<file path="src/rtl/rns_pkg.sv">
// Shared RNS definitions: address width, per-domain residue width and the
// packed residue-word width helper. Used by the store queue and data memory.
package rns_pkg;

  localparam int unsigned DATA_ADDR_W = 8;
  localparam int unsigned RESIDUE_W   = 8;

  // Width of a full residue word: one byte per domain, Domain1 in the MSBs.
  function automatic int unsigned word_w(input int unsigned num_domains);
    return num_domains * RESIDUE_W;
  endfunction

endpackage

</file>
<file path="src/rtl/sq_fwd_match.sv">
// Store-to-load forwarding match for rns_store_queue.
// Compares the load address against every occupied entry and returns the
// data of the youngest match (the entry closest to tail).
// Ports:
//   ent_addr_i / ent_data_i : entry address / residue-word arrays
//   occ_i                   : per-entry occupancy
//   tail_i                  : next write slot (youngest entry is tail-1)
//   ld_addr_i               : load read address
//   ld_hit_o                : any occupied entry matches
//   ld_fwd_data_o           : youngest matching data, 0 when no match
module sq_fwd_match
  import rns_pkg::*;
#(
  parameter int unsigned WORD_W = 8,
  parameter int unsigned DEPTH  = 4
) (
  input  logic [DATA_ADDR_W-1:0]     ent_addr_i [DEPTH],
  input  logic [WORD_W-1:0]          ent_data_i [DEPTH],
  input  logic [DEPTH-1:0]           occ_i,
  input  logic [$clog2(DEPTH)-1:0]   tail_i,
  input  logic [DATA_ADDR_W-1:0]     ld_addr_i,
  output logic                       ld_hit_o,
  output logic [WORD_W-1:0]          ld_fwd_data_o
);

  localparam int unsigned PTR_W = $clog2(DEPTH);

  logic [PTR_W-1:0] idx;
  logic             found;

  // Walk from youngest (tail-1) to oldest; the first match wins.
  always_comb begin
    found         = 1'b0;
    idx           = '0;
    ld_fwd_data_o = '0;
    for (int unsigned k = 0; k < DEPTH; k++) begin
      idx = tail_i - PTR_W'(k + 1);
      if (!found && occ_i[idx] && (ent_addr_i[idx] == ld_addr_i)) begin
        found         = 1'b1;
        ld_fwd_data_o = ent_data_i[idx];
      end
    end
    ld_hit_o = found;
  end

endmodule

</file>
<file path="src/rtl/rns_store_queue.sv">
// In-order store queue feeding the RNS data memory write port, with
// store-to-load forwarding of the youngest pending data.
// Ports:
//   clk, reset                : clock, async active-low reset
//   st_valid/st_ready/st_addr/st_data : store enqueue handshake
//   drain_hold                : inhibit draining this cycle
//   data_wr_addr/datamem_wr_data/store_to_mem : memory write port (head entry)
//   ld_addr/ld_hit/ld_fwd_data: load forwarding
//   sq_empty/sq_count         : occupancy status
module rns_store_queue
  import rns_pkg::*;
#(
  parameter int unsigned NUM_DOMAINS = 1,
  parameter int unsigned DEPTH       = 4
) (
  input  logic                                clk,
  input  logic                                reset,
  input  logic                                st_valid,
  output logic                                st_ready,
  input  logic [DATA_ADDR_W-1:0]              st_addr,
  input  logic [word_w(NUM_DOMAINS)-1:0]      st_data,
  input  logic                                drain_hold,
  output logic [DATA_ADDR_W-1:0]              data_wr_addr,
  output logic [word_w(NUM_DOMAINS)-1:0]      datamem_wr_data,
  output logic                                store_to_mem,
  input  logic [DATA_ADDR_W-1:0]              ld_addr,
  output logic                                ld_hit,
  output logic [word_w(NUM_DOMAINS)-1:0]      ld_fwd_data,
  output logic                                sq_empty,
  output logic [$clog2(DEPTH+1)-1:0]          sq_count
);

  localparam int unsigned WORD_W = word_w(NUM_DOMAINS);
  localparam int unsigned PTR_W  = $clog2(DEPTH);
  localparam int unsigned CNT_W  = $clog2(DEPTH + 1);

  logic [DATA_ADDR_W-1:0] addr_q [DEPTH];
  logic [WORD_W-1:0]      data_q [DEPTH];
  logic [PTR_W-1:0]       head_q, head_d;
  logic [PTR_W-1:0]       tail_q, tail_d;
  logic [CNT_W-1:0]       count_q, count_d;
  logic [DEPTH-1:0]       occ;
  logic [PTR_W-1:0]       rel;
  logic                   enq;
  logic                   deq;

  // Status and handshake derive from registered count only.
  assign sq_empty     = (count_q == '0);
  assign sq_count     = count_q;
  assign st_ready     = (count_q != CNT_W'(DEPTH));
  assign store_to_mem = !sq_empty && !drain_hold;
  assign enq          = st_valid && st_ready;
  assign deq          = store_to_mem;

  assign data_wr_addr    = sq_empty ? '0 : addr_q[head_q];
  assign datamem_wr_data = sq_empty ? '0 : data_q[head_q];

  // Pointer and occupancy next-state.
  always_comb begin
    head_d  = head_q;
    tail_d  = tail_q;
    count_d = count_q;
    if (enq) tail_d = tail_q + PTR_W'(1);
    if (deq) head_d = head_q + PTR_W'(1);
    count_d = count_q + CNT_W'(enq) - CNT_W'(deq);
  end

  always_ff @(posedge clk or negedge reset) begin
    if (!reset) begin
      head_q  <= '0;
      tail_q  <= '0;
      count_q <= '0;
    end else begin
      head_q  <= head_d;
      tail_q  <= tail_d;
      count_q <= count_d;
    end
  end

  // Entry storage, written at tail on accept.
  always_ff @(posedge clk or negedge reset) begin
    if (!reset) begin
      for (int unsigned i = 0; i < DEPTH; i++) begin
        addr_q[i] <= '0;
        data_q[i] <= '0;
      end
    end else if (enq) begin
      addr_q[tail_q] <= st_addr;
      data_q[tail_q] <= st_data;
    end
  end

  // Entry i is occupied when its distance from head is below count.
  always_comb begin
    occ = '0;
    rel = '0;
    for (int unsigned i = 0; i < DEPTH; i++) begin
      rel    = PTR_W'(i) - head_q;
      occ[i] = (CNT_W'(rel) < count_q);
    end
  end

  sq_fwd_match #(
    .WORD_W (WORD_W),
    .DEPTH  (DEPTH)
  ) u_fwd (
    .ent_addr_i    (addr_q),
    .ent_data_i    (data_q),
    .occ_i         (occ),
    .tail_i        (tail_q),
    .ld_addr_i     (ld_addr),
    .ld_hit_o      (ld_hit),
    .ld_fwd_data_o (ld_fwd_data)
  );

endmodule

</file>
<file path="config.mk">
export PLATFORM = sky130hd
export DESIGN_NAME = rns_store_queue
export DESIGN_NICKNAME = d
export VERILOG_FILES = /design/src/rtl/rns_pkg.sv /design/src/rtl/sq_fwd_match.sv /design/src/rtl/rns_store_queue.sv
export SDC_FILE = /design/constraint.sdc
export NUM_CORES = 1
export LEC_CHECK = 0
export ABC_AREA = 1
export CORE_ASPECT_RATIO = 2
export CORE_MARGIN = 5
export CORE_UTILIZATION = 30
export DETAILED_ROUTE_END_ITERATION = 10
export HOLD_SLACK_MARGIN = 0.03
export SLEW_MARGIN = 20
export SYNTH_ARGS = -nofsm -noshare
export SYNTH_HDL_FRONTEND = slang
export SYNTH_HIERARCHICAL = 1
export SYNTH_SLANG_ARGS = --single-unit
</file>
<file path="constraint.sdc">
create_clock -name clk -period 3.2 [get_ports clk]
set_input_delay 0.8 -clock clk [delete_from_list [all_inputs] [get_ports clk]]
set_output_delay 0.8 -clock clk [all_outputs]
set_load 0.05 [all_outputs]
</file>
## Yosys cells after proc, flatten, opt, wreduce, memory -nomap -nowiden

Cells that the tools add are included.

- Reductions and logical operators: 16
- Bitwise operators: 5
- Muxes and demuxes: 52
- Order comparisons: 14
- Equal/unequal tests: 5
- Add/sub/neg operators: 11

Operators by type and width:

| cell | number |
|---|---|
| $mux W8 | 27 |
| $bmux W8 S2 | 10 |
| $bwmux W32 | 2 |
| $eq A8 B8 Y1 | 4 |
| $demux W8 S2 | 1 |
| $ge A3 B3 Y1 const B | 5 |
| $not A2 Y3 | 5 |
| $lt A2 B3 Y1 | 4 |
| $lt A2 B3 Y1 const B | 4 |
| $logic_and A1 B1 Y1 | 10 |
| $bmux W1 S2 | 4 |
| $mux W1 | 8 |
| $logic_not A1 Y1 | 5 |
| $add A2 B1 Y2 const B | 2 |
| $sub A1 B2 Y2 const A | 2 |
| $sub A2 B2 Y2 const A | 2 |
| $sub A2 B2 Y2 const B | 2 |
| $add A3 B1 Y3 | 1 |
| $logic_not A3 Y1 | 1 |
| $lt A3 B1 Y1 const B | 1 |
| $ne A3 B3 Y1 const B | 1 |
| $sub A3 B1 Y3 | 1 |
| $sub A2 B1 Y2 const B | 1 |

- Logic and storage cells: 114
- Bits in registers: 71
- Input bits: 28

## Longest topological paths before layout

Gate-level depths: netlist of the first run.

- Depth after elaboration: 20
- Gate-level depth with buffers: 22
- Gate-level depth less buffers: 20

## Modules after synthesis

The synthesis of the first run kept the hierarchy.

By module, submodules not included:

| module | area each (um^2) | sequential area each (um^2) | cells an instance | instances |
|---|---|---|---|---|
| rns_store_queue | 3,812.4 | 1,776.7 | 492 | 1 |
| sq_fwd_match | 2,894.0 | 0.0 | 593 | 1 |

## Worst setup path after synthesis of the first run

Ideal clock, no wire load.

- Path kind: register to output
- Start point: register count_q[1] (netlist: sq_count[1])
- End point: output port ld_fwd_data[5]
- Buffers on the path: 1
- Setup slack: -0.473 ns
- Stages on the path, launching flop included: 17
- Data required time: 2.400 ns
- Data arrival time: 2.873 ns
- Path through: dfrtp_1 -> inv_1 -> ha_1 -> a21boi_0 -> o21ai_0 -> inv_1 -> nand2_1 -> o21ai_1 -> nand2_1 -> nand2_1 -> a21oi_1 -> nand3_2 -> nor2_8 -> nor2_4 -> buf_6 -> nand3_2 -> nand3_1

- Longest elaborated chain between the ends: 17
- Elaborated cells between the ends (all ways): 29
- Classes of those cells: order compare: 4; mux: 15; reduce/logical: 10

Ends and longest elaborated chain:

| item | line | source |
|---|---|---|
| from (decl) | rns_store_queue.sv:41 | `logic [CNT_W-1:0] count_q, count_d;` |
| from (signal assigned) | rns_store_queue.sv:76 | `count_q <= count_d;` |
| $lt A2 B3 Y1 (*) | rns_store_queue.sv:99 | `occ[i] = (CNT_W'(rel) < count_q);` |
| via occ[0] | rns_store_queue.sv:42 | `logic [DEPTH-1:0] occ;` |
| $bmux W1 S2 | sq_fwd_match.sv:38 | `if (!found && occ_i[idx] && (ent_addr_i[idx] == ld_addr_i)) begin` |
| $mux W1 (implied by the code) | sq_fwd_match.sv:38 |  |
| $logic_and A1 B1 Y1 | sq_fwd_match.sv:38 |  |
| $mux W1 | sq_fwd_match.sv:38 |  |
| $logic_not A1 Y1 | sq_fwd_match.sv:38 |  |
| $logic_and A1 B1 Y1 (2 in series) | sq_fwd_match.sv:38 |  |
| $mux W1 | sq_fwd_match.sv:38 |  |
| $logic_not A1 Y1 | sq_fwd_match.sv:38 |  |
| $logic_and A1 B1 Y1 (2 in series) | sq_fwd_match.sv:38 |  |
| $mux W1 | sq_fwd_match.sv:38 |  |
| $logic_not A1 Y1 | sq_fwd_match.sv:38 |  |
| $logic_and A1 B1 Y1 (2 in series) | sq_fwd_match.sv:38 |  |
| $mux W8 (*) | sq_fwd_match.sv:38 |  |
| to (decl) | rns_store_queue.sv:28 | `output logic [word_w(NUM_DOMAINS)-1:0] ld_fwd_data,` |

The timed path passes the listed nets; every way through them passes the cells marked *. The select of a mux whose other input is x is not followed.

## Worst setup path in the final report of the first run

- Start point: input port ld_addr[4]
- End point: output port ld_fwd_data[2]

- Longest elaborated chain between the ends: 15
- Elaborated cells between the ends (all ways): 21
- Classes of those cells: eq/ne: 4; mux: 7; reduce/logical: 10

Ends and longest elaborated chain:

| item | line | source |
|---|---|---|
| from (decl) | rns_store_queue.sv:26 | `input logic [DATA_ADDR_W-1:0] ld_addr,` |
| $eq A8 B8 Y1 | sq_fwd_match.sv:38 |  |
| $logic_and A1 B1 Y1 | sq_fwd_match.sv:38 |  |
| $mux W1 | sq_fwd_match.sv:38 |  |
| $logic_not A1 Y1 | sq_fwd_match.sv:38 |  |
| $logic_and A1 B1 Y1 (2 in series) | sq_fwd_match.sv:38 |  |
| $mux W1 | sq_fwd_match.sv:38 |  |
| $logic_not A1 Y1 | sq_fwd_match.sv:38 |  |
| $logic_and A1 B1 Y1 (2 in series) | sq_fwd_match.sv:38 |  |
| $mux W1 | sq_fwd_match.sv:38 |  |
| $logic_not A1 Y1 | sq_fwd_match.sv:38 |  |
| $logic_and A1 B1 Y1 (2 in series) | sq_fwd_match.sv:38 |  |
| $mux W8 (*) | sq_fwd_match.sv:38 |  |

Every way passes the cells marked *; elsewhere a longest branch is shown, timed or not.

==> results of run 1 <==
[flip-flops by register name, summed over array words and instances, names as in the netlist]
signal / cells
addr_q: 32
data_q: 32
sq_count: 3
head_q: 2
tail_q: 2
[stage by stage]
stage	power [mW]	hold slack (ps)	setup TNS, ps	setup WS (ps)	util (%)
2_1_floorplan	6.788	463.8	-596.8	-174.0	-
3_3_place_gp	8.709	487.7	-3545	-408.7	35.87
3_5_place_dp	8.805	493.4	-3580	-415.1	35.87
4_1_cts	10.19	479.4	-4206	-488.3	38.23
5_1_grt	11.15	521.7	-5185	-616.6	38.46
6_report	10.25	464.2	-4320	-521.8	38.46
[critical path, stage by stage]
cell and delay (ps):
clkdlybuf4s50_1 540, inv_1 100, nand3_1 90, nand2_1 70, nor2_1 310, nand3_4 250
nor2_8 250, nor2_2 110, nand4_1 150, nand3_4 90, buf_12 150
[logic make-up (layout without fill, tap and decap cells)]
kind of cell / after synthesis / in the layout
buffers and inverters: 144 / 222
adder cells (fa/ha/maj): 11 / 11
XOR/XNOR: 6 / 6
multiplexers: 16 / 16
flip-flops: 71 / 71
AND/OR/NAND/NOR: 759 / 763
AO/OA/AOI/OAI: 78 / 78
[layer usage]
metal | share of wire, % | wire length (um) | vias to the layer above | GRT usage, %
met5 | 0 | 0 | - | 0
met4 | 5.1 | 1125 | 0 | 9.554
met3 | 2.7 | 590 | 45 | 1.394
met2 | 54 | 11780 | 150 | 31.08
met1 | 38 | 8420 | 3244 | 19.23
li1 | - | - | 3708 | -
[what timing repair did]
action | in CTS | in global routing
cloned | 4 | 0
pin swaps | 9 | 7
gates resized for setup | 31 | 8
setup buffers | 3 | 2
hold buffers | 0 | 0
endpoints found under the setup margin | 9 | 9
[layout by cell type (no fill, tap or decap), types with 3 or more instances in the layout]
cell	count
a21oi_1	3
buf_12	15
buf_4	84
clkbuf_16	9
clkdlybuf4s50_1	30
dfrtp_1	69
ha_1	8
inv_1	62
inv_2	7
mux2i_1	16
nand2_1	450
nand2_2	17
nand2_4	3
nand3_1	124
nand3_2	16
nand3_4	13
nand4_1	73
nor2_1	49
nor2_2	5
nor2_4	8
o211ai_1	4
o21ai_0	55
o21ai_1	10
o21ai_2	3
xor2_1	6
[path summary, 6_finish.rpt]
check                                 endpoint  slack, ps  cells past startpoint
worst max-delay path            ld_fwd_data[2]       -520                     11
worst min-delay path               sq_count[2]        460                      1
worst max register to register     sq_count[2]        880                     11
worst min register to register      addr_q[26]        500                      2
max in group asynchronous           data_q[30]       2030                      2
min in group clk                    addr_q[26]        500                      2
[cell type report]
type                            instances  area [um2]  share of cell area [%]
Timing Repair Buffer                  133        1264                   14.89
Clock buffer                           12       256.5                   3.023
Inverter                               73       299.0                   3.525
Tap cell                              276       345.3                   4.070
Multi-Input combinational cell        874        4486                   52.87
Sequential cell                        71        1782                   21.00
Clock inverter                          4       52.55                  0.6194
[synth_stat cells, types with 2 or more instances]
| library cell | count | area [um2] |
|---|---|---|
| buf_4 | 16 | 120.1 |
| o21ai_0 | 59 | 295.3 |
| buf_2 | 29 | 145.1 |
| a21boi_0 | 2 | 15.01 |
| nand3b_1 | 2 | 15.01 |
| clkbuf_1 | 6 | 22.52 |
| nor2_1 | 51 | 191.4 |
| inv_1 | 63 | 236.5 |
| nand4_1 | 73 | 456.7 |
| ha_1 | 10 | 125.1 |
| buf_6 | 13 | 146.4 |
| xor2_1 | 6 | 52.55 |
| o21ai_1 | 8 | 40.04 |
| dfrtp_1 | 71 | 1777 |
| nor2_4 | 3 | 33.78 |
| mux2i_1 | 16 | 160.2 |
| nand3_2 | 10 | 100.1 |
| o211ai_1 | 4 | 30.03 |
| inv_2 | 7 | 26.28 |
| nand3_1 | 141 | 705.7 |
| nand2_1 | 459 | 1723 |
| buf_1 | 6 | 22.52 |
| a21oi_1 | 4 | 20.02 |
| nor2_2 | 5 | 31.28 |
| nand2_4 | 2 | 22.52 |
| nand2_2 | 9 | 56.30 |
[power groups by stage]
| stage | combinational [mW] | sequential, mW | clock, mW |
|---|---|---|---|
| final | 7.37 | 1.84 | 1.04 |
| after global routing | 8.16 | 1.91 | 1.09 |
| after CTS | 7.31 | 1.83 | 1.05 |
| after detailed placement | 6.96 | 1.84 | 0 |
| after global placement | 6.89 | 1.82 | 0 |
| after floorplan | 5.05 | 1.74 | 0 |
==> metrics.txt, run 1 <==
synthesized area per cell just over 6 um2; diode count 0; HP Class input pin to async pin; largest net degree at the start of global routing just over 70; Area Overhead vs Synth 26.51%; sequential element share of the synthesized area 26.49%; Placeable Area 22060 um2; P_int about 4.5 mW; # DRC 0; fin. max-slew vios 0; Vias/cell ~5; Final Skew 6.399 ps; syn nets 1124; post-DR wirelength/cell between 15 and 20 um; crit path from ld_addr[4]; cts bufs inserted 9; Nets 1201; sw frac 55.64%; clock root cell clkbuf_16; CP Launch Type input pin; Worst slew margin 53.68%; Net Sw Power 5.704 mW; largest family of logic cells by synthesized area simple AND/OR/NAND/NOR gates; Ys Warns 6; Synth Register Bits 71; Reg clk slew, reported paths 60 ps; clk_lat worst skew 340 ps; Initial Util 30.40%; Logic pwr share 71.9%; fin cells 1443; Clock Path Buffers 2; fraction of synthesized cell area in xor and xnor cells less than 1%; vias in the first global route 6654; Setup CP Type input pin to output pin; via count 7147; final wirelength roughly 22000 um; run status finished with violations; post-synthesis compound-gate area fraction 6.101%; Pre-antenna DRT Iters 5; pwr/cell area 1208 nW/um2; gpl congestion 0.9079; Worst EP arrival 2920 ps; Row Count 77; number of routed nets with antenna violations 0; violated checks negative setup slack; critical path endpoint category output pin; port buffer count 58; minimum clock period between 3000 and 4000 ps; Clk pwr share 10.1%; final setup vio count 9; Die Wd approximately 120 um; worst r2r src sq_count[0]; ys flop type dfrtp_1; layout cells sized above 1 17.40%; Cell variety after synth 36; total track usage 17.17%; Placement Cell Area 7914 um2; Top Ports approximately 60; Congestion Overflow GR 0; post-route cell area approximately 8500 um2; Post-Synth Simple-Gate Area 50.73%; Post-DP HPWL 17040 um; Die ar. 25630 um2; sequential share of power 18.0%; max frequency 0.2687 GHz; mux contribution to synthesized area 2.388%; Mapped Area 6706 um2; CTS tree done; leak pwr 4.415 nW; clock tree sinks between 70 and 80; Fin. Hold Viols 0; Synth Area in Adders 2.164%; Max Cap Viol 0; final worst path period share 116.3%; RSZ-0062 raised after global routing true; global-route wire length before repair 35000 um; Die Height about 220 um; Starting DRT DRC Count 353; Least-Margin Pin Slew 694.8 ps; Post-Place Cells between 1k and 1.5k; Post-Syn Instances 1085; setup ws final -521.8 ps; Peak VDD IR 0.0004598 V; number of flops mapped to enable cells by yosys 0; CP required 2400 ps; antenna violations before repair 0; fraction of registers with async set/reset 100.0%; CTS H-Tree Depth 3; largest fanout on the critical path 6; fill count between 2k and 2.5k
No activity file was read; power rests on OpenSTA's default activity.
==> run 2: changes to the inputs <==
- PLACE_DENSITY: unset -> 0.53
==> run 2 against run 1 <==
The run still ends with negative setup slack left; largest cell class unchanged; sequential share of layout area down 0.12 points; power is 0.92% higher; maximum frequency shrank 0.88%; worst setup slack lost 33 ps; register-to-register slack worse by 20 ps; worst hold slack better by 33 ps; die area unchanged; sequential cell count unchanged.
==> metrics.txt, run 2 (synthesized netlist as in run 1, its figures left out) <==
antenna violations before repair 0; Die Height about 220 um; final wirelength 22790 um; # DRC 0; Placeable Area around 22000 um2; run status finished with violations; Starting DRT DRC Count approximately 380; Initial Util 30.40%; Top Ports 59; Pre-antenna DRT Iters 5; largest net degree at the start of global routing 49; largest fanout on the critical path 17; total power 10.34 mW; Top Family by Delay on Critical Path simple AND/OR/NAND/NOR gates; Nets 1196; Max Cap Viol 0; Post-DP HPWL between 15000 and 20000 um; Row Count 77; minimum clock period 3755 ps; Hold WS 497.6 ps; final worst path period share 117.3%; Setup CP Type register to output pin; Final Skew ~3.9 ps; Peak VDD IR 0.0006563 V; number of routed nets with antenna violations 0; layout cells sized above 1 between 15 and 20%; CTS tree done; HP Class input pin to async pin; Die Wd 115.7 um; leak pwr 4.425 nW; Worst EP arrival 2950 ps; commonest cells after routing, fill and taps aside nand2_1 (447), nand3_1 (121), buf_4 (79); final setup vio count 9; most frequent CP cell nand2_2; RSZ-0062 raised after global routing true; CTS H-Tree Depth 3; cts bufs inserted 9; fin cells 1438; CP Launch Type register; CP max-delay cell dfrtp_1; Area Overhead vs Synth 27.24%; diode count 0; Die ar. roughly 26000 um2; CP cell instances inv_2, nand2_2, nand2_4, inv_4, ha_4, a21boi_2, o21ai_2, nand2_1, nand2_2, nand2_2, nand2_4, buf_6, nand2_2, inv_2, nand3b_4, nor2_4, nor2_4, buf_12, nand4_1, nand3_4, buf_12; setup ws final -555.0 ps; pre-CTS worst setup slack -393.4 ps; Largest stage delay, worst path between 400 and 500 ps; Reg clk slew, reported paths 50 ps; Vias/cell around 5.0; setup TNS -4614 ps; Post-Place Cells 1416; via count 7222; Least-Margin Pin Slew 902.0 ps; pwr/cell area 1212 nW/um2; commonest non-fill, non-tap cell in the layout nand2_1; global-route wire length before repair 36960 um; clock root cell clkbuf_16; total track usage between 15 and 20%; clock tree sinks 71; violated checks negative setup slack; Congestion Overflow GR 0; fin. max-slew vios 0; Fin. Hold Viols 0; CP Buf/Inv Count 6; critical path endpoint category output pin; max frequency about 0.27 GHz; gpl congestion 0.9026; vias in the first global route 6793; Clock Path Buffers 2; fill count 2340; port buffer count just under 60; clk_lat worst skew 340 ps; Worst slew margin 39.86%; post-DR wirelength/cell 15.85 um; CP required 2400 ps
-- run 2: cell types whose count changed in the layout (fill, tap and decap cells not counted), sizes merged --
cell / change
nor2: -3
buf: -2
clkinvlp: +1
inv: -1
bufinv: +1
clkinv: -1
-- run 2: final timing paths --
kind                             start              to  slack [ps]  cells past startpoint
setup / recovery             head_q[1]  ld_fwd_data[0]        -550                     21
hold / removal                   reset     sq_count[2]         500                      1
setup reg to reg           sq_count[0]     sq_count[2]         860                     11
hold reg to reg             data_q[23]      data_q[23]         510                      2
max in group asynchronous        reset       tail_q[0]        2010                      2
min in group clk            data_q[23]      data_q[23]         510                      2
-- run 2: area by class of cell --
cell class	count	area [um2]	area share, %
Multi-Input combinational cell	871	4469	52.38
Sequential cell	71	1782	20.88
Inverter	73	299.0	3.504
Clock inverter	4	76.32	0.8944
Tap cell	276	345.3	4.047
Timing Repair Buffer	131	1295	15.18
Clock buffer	12	266.5	3.123
-- run 2: routing by layer --
metal / GRT usage [%] / part of all wire [%] / vias up
met2: 32.86 / 54 / 137
met1: 21.79 / 41 / 3361
met4: 6.032 / 2.5 / 0
li1: - / - / 3697
met3: 1.804 / 2.8 / 27
met5: 0 / 0 / -
-- run 2: what timing repair did --
action,in CTS,in global routing
hold buffers,0,0
gates resized for setup,23,20
endpoints found under the setup margin,9,9
pin swaps,15,12
buffers inserted,4,2
gates cloned,1,0
-- run 2: stage by stage --
stage / instance area, um2 / utilization, %
2_1_floorplan: 6838 / -
3_3_place_gp: 7936 / 35.97
3_5_place_dp: 7936 / 35.97
4_1_cts: 8446 / 38.28
5_1_grt: 8533 / 38.68
6_report: 8533 / 38.68
-- run 2: where the power goes --
part / switching (mW) / internal, mW
combinational: 4.86 / 2.51
clock: 0.392 / 0.747
sequential: 0.508 / 1.32
total: 5.76 / 4.58
